==> config.mk <==
export PLATFORM = sky130hd
export DESIGN_NAME = uart_rx_core_flat
export DESIGN_NICKNAME = d
export VERILOG_FILES = /design/src/rtl/uart_pkg.sv /design/src/rtl/uart_rx_core_if.sv /design/src/rtl/uart_rx_fifo.sv /design/src/rtl/uart_rx_core.sv /design/src/flat_wrapper.sv
export SDC_FILE = /design/constraint.sdc
export NUM_CORES = 1
export LEC_CHECK = 0
export BUFFER_PORTS_ARGS = -buffer_cell sky130_fd_sc_hd__buf_2
export CAP_MARGIN = 20
export CORE_MARGIN = 2
export CORE_UTILIZATION = 45
export CTS_BUF_LIST = sky130_fd_sc_hd__clkbuf_16
export DETAILED_ROUTE_END_ITERATION = 8
export PLACE_DENSITY_LB_ADDON = 0.3
export SYNTH_ARGS = -nofsm -noshare
export SYNTH_HDL_FRONTEND = slang
export SYNTH_SLANG_ARGS = --single-unit
==> constraint.sdc <==
create_clock -name clk -period 2.5 [get_ports clk]
set_clock_uncertainty 0.05 [all_clocks]
set_input_delay 0.5 -clock clk [delete_from_list [all_inputs] [get_ports clk]]
set_output_delay 0.5 -clock clk [all_outputs]
set_load 0.005 [all_outputs]
==> src/rtl/uart_pkg.sv <==
// uart_pkg: shared UART receive types and line-level constants
// Provides rx_state_t for the receiver FSM and the START_BIT/STOP_BIT line levels
// used by both the transmitter and the receiver.
package uart_pkg;
  typedef enum logic [2:0] {IDLE, START, DATA, PARITY, STOP1, STOP2, COMMIT} rx_state_t;
  localparam logic START_BIT = 1'b0;
  localparam logic STOP_BIT  = 1'b1;
endpackage

==> src/rtl/uart_rx_core_if.sv <==
// uart_rx_core_if: processor-side read/status port of the UART receiver
// rd_en, err_clr             : processor -> receiver (pop FIFO head, clear sticky errors)
// data_out, fifo_full/empty  : FIFO head (first-word fall-through) and occupancy flags
// parity_err, frame_err,
// overrun_err, interrupt     : sticky error flags and level interrupt
interface uart_rx_core_if;
  logic       rd_en;
  logic       err_clr;
  logic [7:0] data_out;
  logic       fifo_full;
  logic       fifo_empty;
  logic       parity_err;
  logic       frame_err;
  logic       overrun_err;
  logic       interrupt;
  modport master (output rd_en, err_clr,
                  input  data_out, fifo_full, fifo_empty, parity_err, frame_err, overrun_err, interrupt);
  modport slave  (input  rd_en, err_clr,
                  output data_out, fifo_full, fifo_empty, parity_err, frame_err, overrun_err, interrupt);
endinterface

==> src/rtl/uart_rx_fifo.sv <==
// uart_rx_fifo: first-word fall-through FIFO with synchronous active-low reset
// clk, reset      : clock and synchronous active-low reset
// push, din       : write request and data; accepted when not full or when popping in the same cycle
// pop             : read request; ignored when empty
// dout            : head entry, 0 while empty
// full, empty     : occupancy flags derived combinationally from the count
module uart_rx_fifo #(
  parameter int DEPTH = 8,
  parameter int W     = 8
) (
  input  logic         clk,
  input  logic         reset,
  input  logic         push,
  input  logic         pop,
  input  logic [W-1:0] din,
  output logic [W-1:0] dout,
  output logic         full,
  output logic         empty
);
  localparam int AW = $clog2(DEPTH);
  logic [W-1:0] mem_q [DEPTH];
  logic [AW-1:0] wr_q, rd_q;
  logic [AW:0] cnt_q;
  logic do_push, do_pop;
  assign empty   = cnt_q == '0;
  assign full    = cnt_q == (AW+1)'(DEPTH);
  assign do_pop  = pop & ~empty;
  // a full FIFO still takes a write when the head leaves in the same cycle
  assign do_push = push & (~full | do_pop);
  assign dout    = empty ? '0 : mem_q[rd_q];
  always_ff @(posedge clk)
    if (do_push) mem_q[wr_q] <= din;
  always_ff @(posedge clk) begin
    if (!reset) begin
      wr_q  <= '0;
      rd_q  <= '0;
      cnt_q <= '0;
    end else begin
      if (do_push) wr_q <= wr_q + 1'b1;
      if (do_pop) rd_q <= rd_q + 1'b1;
      cnt_q <= cnt_q + (AW+1)'(do_push) - (AW+1)'(do_pop);
    end
  end
endmodule

==> src/rtl/uart_rx_core.sv <==
// uart_rx_core: UART serial receiver with mid-bit sampling, parity/stop checks and receive FIFO
// clk, reset     : clock and synchronous active-low reset
// rx_in          : serial line, idle high
// baud_divisor   : bit period = baud_divisor+1 clk cycles (>= 3)
// parity_sel     : 0 even, 1 odd
// two_stop_bits  : check a second stop bit
// bus            : processor read port, status flags and interrupt (slave side)
module uart_rx_core
  import uart_pkg::*;
#(
  parameter int FIFO_DEPTH  = 8,
  parameter int SYNC_STAGES = 2
) (
  input  logic            clk,
  input  logic            reset,
  input  logic            rx_in,
  input  logic [11:0]     baud_divisor,
  input  logic            parity_sel,
  input  logic            two_stop_bits,
  uart_rx_core_if.slave   bus
);
  rx_state_t state_q;
  logic [SYNC_STAGES-1:0] sync_q;
  logic rx_s, rx_prev_q, tick, stop_bad;
  logic [11:0] cnt_q, div_q;
  logic par_q, two_q;
  logic [2:0] idx_q;
  logic [7:0] shreg_q;
  logic perr_q, ferr_q, push_q, fe_set_q;
  logic pe_q, fe_q, ov_q, pe_d, fe_d, ov_d;
  assign rx_s     = sync_q[SYNC_STAGES-1];
  assign tick     = cnt_q == '0;
  assign stop_bad = rx_s != STOP_BIT;
  always_ff @(posedge clk) begin
    if (!reset) sync_q <= '1;
    else sync_q <= {sync_q[SYNC_STAGES-2:0], rx_in};
  end
  // push_q / fe_set_q are raised on entry to COMMIT so they are high exactly for that cycle
  always_ff @(posedge clk) begin
    if (!reset) begin
      state_q   <= IDLE;
      rx_prev_q <= 1'b1;
      cnt_q     <= '0;
      div_q     <= '0;
      par_q     <= 1'b0;
      two_q     <= 1'b0;
      idx_q     <= '0;
      shreg_q   <= '0;
      perr_q    <= 1'b0;
      ferr_q    <= 1'b0;
      push_q    <= 1'b0;
      fe_set_q  <= 1'b0;
    end else begin
      rx_prev_q <= rx_s;
      push_q    <= 1'b0;
      fe_set_q  <= 1'b0;
      if (state_q != IDLE) cnt_q <= tick ? div_q : cnt_q - 12'd1;
      case (state_q)
        // only a 1->0 edge arms a frame, so a held break after a frame error cannot re-trigger
        IDLE: if (rx_prev_q && !rx_s) begin
          state_q <= START;
          cnt_q   <= baud_divisor >> 1;
          div_q   <= baud_divisor;
          par_q   <= parity_sel;
          two_q   <= two_stop_bits;
          ferr_q  <= 1'b0;
        end
        START: if (tick) begin
          state_q <= (rx_s == START_BIT) ? DATA : IDLE;
          idx_q   <= '0;
        end
        DATA: if (tick) begin
          shreg_q <= {rx_s, shreg_q[7:1]};
          idx_q   <= idx_q + 3'd1;
          if (idx_q == 3'd7) state_q <= PARITY;
        end
        PARITY: if (tick) begin
          perr_q  <= rx_s ^ (^shreg_q) ^ par_q;
          state_q <= STOP1;
        end
        STOP1: if (tick) begin
          ferr_q   <= stop_bad;
          state_q  <= two_q ? STOP2 : COMMIT;
          push_q   <= !two_q && !stop_bad;
          fe_set_q <= !two_q && stop_bad;
        end
        STOP2: if (tick) begin
          state_q  <= COMMIT;
          push_q   <= !(ferr_q || stop_bad);
          fe_set_q <= ferr_q || stop_bad;
        end
        COMMIT: state_q <= IDLE;
        default: state_q <= IDLE;
      endcase
    end
  end
  // a same-cycle set wins over err_clr
  always_comb begin
    pe_d = (push_q & perr_q) | (pe_q & ~bus.err_clr);
    fe_d = fe_set_q | (fe_q & ~bus.err_clr);
    ov_d = (push_q & bus.fifo_full & ~bus.rd_en) | (ov_q & ~bus.err_clr);
  end
  always_ff @(posedge clk) begin
    if (!reset) begin
      pe_q <= 1'b0;
      fe_q <= 1'b0;
      ov_q <= 1'b0;
    end else begin
      pe_q <= pe_d;
      fe_q <= fe_d;
      ov_q <= ov_d;
    end
  end
  uart_rx_fifo #(.DEPTH(FIFO_DEPTH), .W(8)) u_fifo (
    .clk   (clk),
    .reset (reset),
    .push  (push_q),
    .pop   (bus.rd_en),
    .din   (shreg_q),
    .dout  (bus.data_out),
    .full  (bus.fifo_full),
    .empty (bus.fifo_empty)
  );
  assign bus.parity_err  = pe_q;
  assign bus.frame_err   = fe_q;
  assign bus.overrun_err = ov_q;
  assign bus.interrupt   = ~bus.fifo_empty | pe_q | fe_q | ov_q;
endmodule
==> src/flat_wrapper.sv <==
// flat-port wrapper written by rule: the top's interface ports become plain ports
module uart_rx_core_flat import uart_pkg::*;
#(
  parameter int FIFO_DEPTH  = 8,
  parameter int SYNC_STAGES = 2
)
  (clk, reset, rx_in, baud_divisor, parity_sel, two_stop_bits, bus_rd_en, bus_err_clr, bus_data_out, bus_fifo_full, bus_fifo_empty, bus_parity_err, bus_frame_err, bus_overrun_err, bus_interrupt);
  uart_rx_core_if bus_i ();
  input  logic clk;
  input  logic reset;
  input  logic rx_in;
  input  logic [11:0] baud_divisor;
  input  logic parity_sel;
  input  logic two_stop_bits;
  input wire logic [$bits(bus_i.rd_en)-1:0] bus_rd_en;
  input wire logic [$bits(bus_i.err_clr)-1:0] bus_err_clr;
  output wire logic [$bits(bus_i.data_out)-1:0] bus_data_out;
  output wire logic [$bits(bus_i.fifo_full)-1:0] bus_fifo_full;
  output wire logic [$bits(bus_i.fifo_empty)-1:0] bus_fifo_empty;
  output wire logic [$bits(bus_i.parity_err)-1:0] bus_parity_err;
  output wire logic [$bits(bus_i.frame_err)-1:0] bus_frame_err;
  output wire logic [$bits(bus_i.overrun_err)-1:0] bus_overrun_err;
  output wire logic [$bits(bus_i.interrupt)-1:0] bus_interrupt;
  assign bus_i.rd_en = bus_rd_en;
  assign bus_i.err_clr = bus_err_clr;
  assign bus_data_out = bus_i.data_out;
  assign bus_fifo_full = bus_i.fifo_full;
  assign bus_fifo_empty = bus_i.fifo_empty;
  assign bus_parity_err = bus_i.parity_err;
  assign bus_frame_err = bus_i.frame_err;
  assign bus_overrun_err = bus_i.overrun_err;
  assign bus_interrupt = bus_i.interrupt;
  uart_rx_core #(.FIFO_DEPTH(FIFO_DEPTH), .SYNC_STAGES(SYNC_STAGES)) u_core (.clk(clk), .reset(reset), .rx_in(rx_in), .baud_divisor(baud_divisor), .parity_sel(parity_sel), .two_stop_bits(two_stop_bits), .bus(bus_i));
endmodule
==> key figures, run 1 <==
GRT
  – Largest net degree at the start of global routing: 39
  – Vias in the first global route: 3730
  – GR Util All Layers: 18.40%
  – Overflow left after global routing: 0
  – Antenna violations before repair: 0
  – Global-route wire length before repair: 18780 um

Synth
  – Post-synthesis sequential area ratio: 56.30%
  – Yosys warning count: 0
  – Synth top cells by count: edfxtp_1, dfxtp_1, a21oi_1
  – Yosys top cell by area: edfxtp_1
  – Mapped Cells: 487
  – Top-count cell post-synth: edfxtp_1
  – Top cell type's share of synthesized area: 33.99%
  – Post-synth EDFFs: 64
  – Most used flip-flop cell after synthesis: edfxtp_1
  – Syn_nets: 518
  – Synth async-reset ratio: 0%
  – Unique masters post-synth: 64
  – FF+latch count, synth: 127
  – Mapped cell area: 0.005654 mm^2
  – Top cells by area, synth: edfxtp_1, dfxtp_1, mux4_2, a21oi_1, mux2i_1
  – Mapped Avg Cell Area: 11.61 um^2

Detailed routing
  – Vias per inst: 5.487
  – Remaining DRCs: 0
  – DR pass1 iterations: 4
  – DRT antenna net count: 0
  – Vias: 3885
  – Routed WL per cell: 16.58 um
  – Initial DRC Count: 314
  – Drt total wl: 11740 um

Place
  – Pre-CTS WS: 0.1108 ns
  – Port buffer count: 32
  – HPWL Detailed: 7821 um
  – GP Congestion: 0.8881

Final layout
  – Post-layout nets: 558
  – Syn-to-layout area delta: 17.55%
  – Final design utilization: 54.65%
  – Filler cell count: 1035
  – Share of cells above drive strength 1: 21.67%
  – N_diodes: 0

STA
  – Max Fclk: 409.2 MHz
  – Final min period: 2.444 ns
  – Slew Limit Fails: 0
  – Period utilization: 97.75%
  – Slew HR: 35.95%
  – RSZ-0062 raised after global routing: false
  – Least-Margin Pin Slew: 0.9573 ns
  – Setup TNS Final: 0 ns
  – Setup violators final: 0
  – Fin. Hold Viols: 0
  – Post-route setup slack: 0.05616 ns

Power and ir drop
  – Pwr/cell area: 976.9 mW/mm^2
  – Lkg Pwr: 2.428 nW
  – Max IR drop VDD: 619.0 uV

CTS
  – # Post-CTS Setup Buffers: 0
  – Clock sink total: 127
  – CTS root buffer: clkbuf_16
  – Hold Buf Count CTS: 0
  – Clock buffer depth: 2
  – Clock transition at path regs: 0.05 ns
  – Num CTS Buffers: 17
  – Skew-Pair Late Insertion Delay: 0.41 ns
  – CTS tree: yes
  – CTS H-tree lvls: 4

Floorplan
  – Die width: 116.1 um
  – Row cnt: 40
  – Die boundary height: 116.1 um
  – Starting Density: 46.49%
  – Std-Cell Core Area: 0.01216 mm^2
  – Die Area: 0.01348 mm^2
  – Ports: 33

Worst setup path
  – Slowest stage delay, CP: 0.41 ns
  – Crit-path max FO: 5
  – Buffers & Inverters on Critical Path: 2
  – Worst path cell trace: inv_2 > ha_4 > or3b_4 > or4_1 > buf_2
  – Critical path's slowest cell: or3b_4
  – Worst setup path class: flop to primary output
  – CP delay by family, top: simple AND/OR/NAND/NOR gates
  – Crit path DAT: 1.89 ns
  – Worst setup SP type: flop
  – Worst setup EP type: primary output
  – Critical path required time: 1.95 ns

Hold path
  – HP Class: input port to flop

Outcome
  – Status: finished clean

Run
  – Max cap viols: 0
## metal layers
metal,vias up,track usage (%),routed length [um]
li1,1880,-,-
met1,1900,25.11,5498
met2,97,29.08,5607
met3,8,5.345,537
met4,0,5.000,93
met5,-,0,0
## cell usage in the layout (no fill, tap or decap), types with 4 or more instances in the layout
cell type and n:
edfxtp_1 64, dfxtp_1 61, a21oi_1 47, nand2_1 45, buf_2 32, nor2_1 29, mux2i_1 18, clkbuf_16 18
buf_4 18, mux4_2 16, o21ai_1 16, nand3_1 15, inv_1 14, nand2b_1 10, ha_1 10, nor3_1 8
xnor2_1 8, or3_1 7, xor2_1 7, o21ai_0 6, a221oi_1 6, inv_2 5, a31oi_1 5, nor2b_1 4
or4_1 4, and3_1 4, clkinv_1 4
## flip-flops by register name (all words and copies together) (netlist names), 2 cells and up, named ones only
signal,flops
u_core.u_fifo.wr_q,3
u_core.shreg_q,8
u_core.idx_q,3
u_core.sync_q,2
u_core.u_fifo.rd_q,3
u_core.u_fifo.cnt_q,4
u_core.div_q,12
u_core.state_q,3
u_core.u_fifo.mem_q,64
u_core.cnt_q,12
## final timing paths
| path | from | endpoint | slack [ns] | cells past startpoint |
|---|---|---|---|---|
| worst max-delay path | u_core.u_fifo.cnt_q[2]$_SDFF_PN0_ | bus_interrupt | 0.06 | 5 |
| worst min-delay path | rx_in | u_core.sync_q[0]$_SDFF_PN1_ | 0.22 | 2 |
| worst max register to register | u_core.u_fifo.cnt_q[3]$_SDFF_PN0_ | u_core.u_fifo.cnt_q[3]$_SDFF_PN0_ | 0.15 | 11 |
| worst min register to register | u_core.sync_q[0]$_SDFF_PN1_ | u_core.sync_q[1]$_SDFF_PN1_ | 0.38 | 1 |
## cells by family (layout without fill, tap and decap cells)
logic type / after synthesis / count (layout) / synth area share [%]
adders and majority gates: 12 / 12 / 2.788
and+or+nand+nor: 144 / 144 / 13.32
muxes: 37 / 37 / 10.16
DFF: 127 / 127 / 56.30
AOI/OAI and AO/OA: 103 / 103 / 11.11
xor gates and xnor gates: 16 / 16 / 2.722
buffers and inverters: 48 / 101 / 3.607
## timing repair
item,4_1_cts,5_1_grt
gates cloned,0,1
endpoints found under the setup margin,9,4
gates resized for setup,3,6
## report_power, final
group          internal, mW  total [mW]  switching [mW]
sequential             2.28        2.41           0.131
clock                  1.44        2.30           0.859
combinational         0.853        1.78           0.928
## metrics by stage
step / hold WS, ns / cells / area (um^2) / power, mW
after global placement: 0.3489 / 676 / 6047 / 4.112
after global routing: 0.2201 / 708 / 6646 / 6.823
after detailed placement: 0.3613 / 676 / 6047 / 4.160
after CTS: 0.2169 / 707 / 6601 / 6.449
final: 0.2237 / 708 / 6646 / 6.493
after floorplan: 0.3363 / 487 / 5654 / 3.671
## area by class of cell
| cell class | instances | area (um^2) | area share (%) |
|---|---|---|---|
| clock inverter | 15 | 131.4 | 1.977 |
| multi-input combinational | 312 | 2290 | 34.45 |
| sequential | 127 | 3186 | 47.93 |
| timing repair buffer | 52 | 340.3 | 5.120 |
| clock buffer | 17 | 425.4 | 6.401 |
| tap | 168 | 210.2 | 3.163 |
| inverter | 17 | 63.81 | 0.9601 |
Power figures use the tool's default switching activity.
==> run 2, diff against run 1 <==
- SETUP_SLACK_MARGIN: not set -> 0.15
==> key figures, run 2 (same netlist as run 1, synthesis figures left out) <==
Outcome
  – Status: complete, but fails checks
  – Violations in the final reports: negative setup slack

Final layout
  – Non-Filler Instances: 716
  – Largest registers: u_core.u_fifo.mem_q: 64 flops, u_core.cnt_q: 12 flops, u_core.div_q: 12 flops
  – N_diodes: 0
  – Max reg flops: 64
  – Biggest register: u_core.u_fifo.mem_q
  – Commonest non-fill, non-tap cells in the layout: edfxtp_1, dfxtp_1, a21oi_1, nand2_1, buf_2
  – Syn-to-layout area delta: 19.98%
  – Post-route cell area: 0.006784 mm^2
  – Post-layout nets: 566
  – Share of cells above drive strength 1: 24.82%
  – Filler cell count: 1017
  – Commonest non-fill, non-tap cell in the layout: edfxtp_1

STA
  – Fin. Hold Viols: 0
  – Least-Margin Pin Slew: 0.8239 ns
  – Worst hold slack: 0.2268 ns
  – Slew HR: 44.65%
  – Slew Limit Fails: 0
  – Post-route setup slack: -0.01919 ns
  – RSZ-0062 raised after global routing: true
  – Final min period: 2.519 ns
  – Period utilization: 100.8%
  – Setup violators final: 1
  – Max Fclk: 397.0 MHz

Worst setup path
  – Crit path DAT: 1.97 ns
  – Worst setup path class: flop to primary output
  – Critical path required time: 1.95 ns
  – Worst setup EP type: primary output
  – Worst setup SP type: flop
  – Crit-path max FO: 3

CTS
  – CTS H-tree lvls: 4
  – Num CTS Buffers: 17
  – Hold Buf Count CTS: 0
  – Clock buffer depth: 2
  – Clock sink total: 127
  – Skew-Pair Late Insertion Delay: 0.41 ns
  – CTS tree: yes
  – Clock transition at path regs: 0.05 ns
  – CTS root buffer: clkbuf_16

GRT
  – Overflow left after global routing: 0
  – Antenna violations before repair: 0
  – Largest net degree at the start of global routing: 39
  – GR Util All Layers: 18.84%
  – Global-route wire length before repair: 19160 um
  – Vias in the first global route: 3800

Place
  – HPWL Detailed: 7821 um
  – Placed instance area: 0.006047 mm^2
  – Port buffer count: 32
  – Placed cell count: 676
  – GP Congestion: 0.8881

Power and ir drop
  – Switching pwr: 1.974 mW
  – Pwr/cell area: 981.4 mW/mm^2
  – Power Internal: 4.684 mW
  – Lkg Pwr: 2.473 nW
  – Seq pwr share: 36.4%
  – Part of the power in the clock network: 34.5%
  – Gate power share: 29.1%
  – Max IR drop VDD: 618.6 uV
  – Net Sw Frac: 29.64%
  – Total power: 6.658 mW

Floorplan
  – Row cnt: 40
  – Std-Cell Core Area: 0.01216 mm^2
  – Ports: 33
  – Die Area: 0.01348 mm^2
  – Die boundary height: 116.1 um
  – Starting Density: 46.49%
  – Die width: 116.1 um

Detailed routing
  – Vias per inst: 5.471
  – Vias: 3917
  – Initial DRC Count: 259
  – DR pass1 iterations: 4
  – Remaining DRCs: 0
  – Drt total wl: 11890 um
  – Routed WL per cell: 16.60 um
  – DRT antenna net count: 0

Run
  – Max cap viols: 0

Hold path
  – HP Class: input port to flop
==> run 2: changes by cell type in the layout (fill, tap and decap cells not counted), sizes merged <==
cell,previous run,this run
buf,51,60
clkbuf,18,17
==> run 2: timing repair <==
| action | CTS | global route |
|---|---|---|
| setup buffers | 3 | 4 |
| resized for setup | 20 | 10 |
| gates cloned | 1 | 0 |
| pin swaps | 2 | 6 |
| setup endpoints to repair | 13 | 53 |
==> run 2: layout make-up <==
cell class                      count  area [um^2]  share of cell area (%)
Multi-Input combinational cell    312         2340                   34.49
Clock buffer                       17        425.4                   6.271
Sequential cell                   127         3189                   47.01
Inverter                           17        71.32                   1.051
Tap cell                          168        210.2                   3.098
Clock inverter                     15        131.4                   1.937
Timing Repair Buffer               60        416.7                   6.142
==> run 2: per-layer routing <==
layer	up-vias	track usage, %	part of all wire, %
met1	1915	25.59	47
met4	0	5.000	0.71
met5	-	0	0
li1	1899	-	-
met3	7	5.345	4.3
met2	96	30.06	48
==> run 2: worst paths after layout <==
| kind | start | depth (start not counted) | slack (ns) | end |
|---|---|---|---|---|
| max | u_core.u_fifo.cnt_q[2]$_SDFF_PN0_ | 6 | -0.02 | bus_interrupt |
| min | rx_in | 2 | 0.23 | u_core.sync_q[0]$_SDFF_PN1_ |
| max reg2reg | u_core.u_fifo.cnt_q[2]$_SDFF_PN0_ | 11 | 0.21 | u_core.u_fifo.cnt_q[1]$_SDFF_PN0_ |
| min reg2reg | u_core.sync_q[0]$_SDFF_PN1_ | 1 | 0.38 | u_core.sync_q[1]$_SDFF_PN1_ |
==> run 2: through the flow <==
step / TNS, ns / utilization (%) / setup WS (ns)
after floorplan: 0 / - / 0.1855
after global placement: 0 / 49.72 / 0.1827
after detailed placement: 0 / 49.72 / 0.1108
after CTS: -0.02548 / 55.16 / -0.02548
after global routing: -0.06205 / 55.78 / -0.06205
final: -0.01919 / 55.78 / -0.01919
==> run 2: critical path, stage by stage (launching register included) <==
cell     delay, ns
dfxtp_2       0.32
inv_2         0.07
ha_4          0.12
or3b_4        0.38
buf_6         0.14
or4_1         0.39
buf_2         0.14
==> run 2: power groups by stage <==
stage / combinational (mW) / clock [mW] / sequential, mW
2_1_floorplan: 1.29 / 0 / 2.38
3_3_place_gp: 1.68 / 0 / 2.43
3_5_place_dp: 1.72 / 0 / 2.44
4_1_cts: 1.89 / 2.32 / 2.42
5_1_grt: 2.13 / 2.44 / 2.43
6_report: 1.94 / 2.30 / 2.42
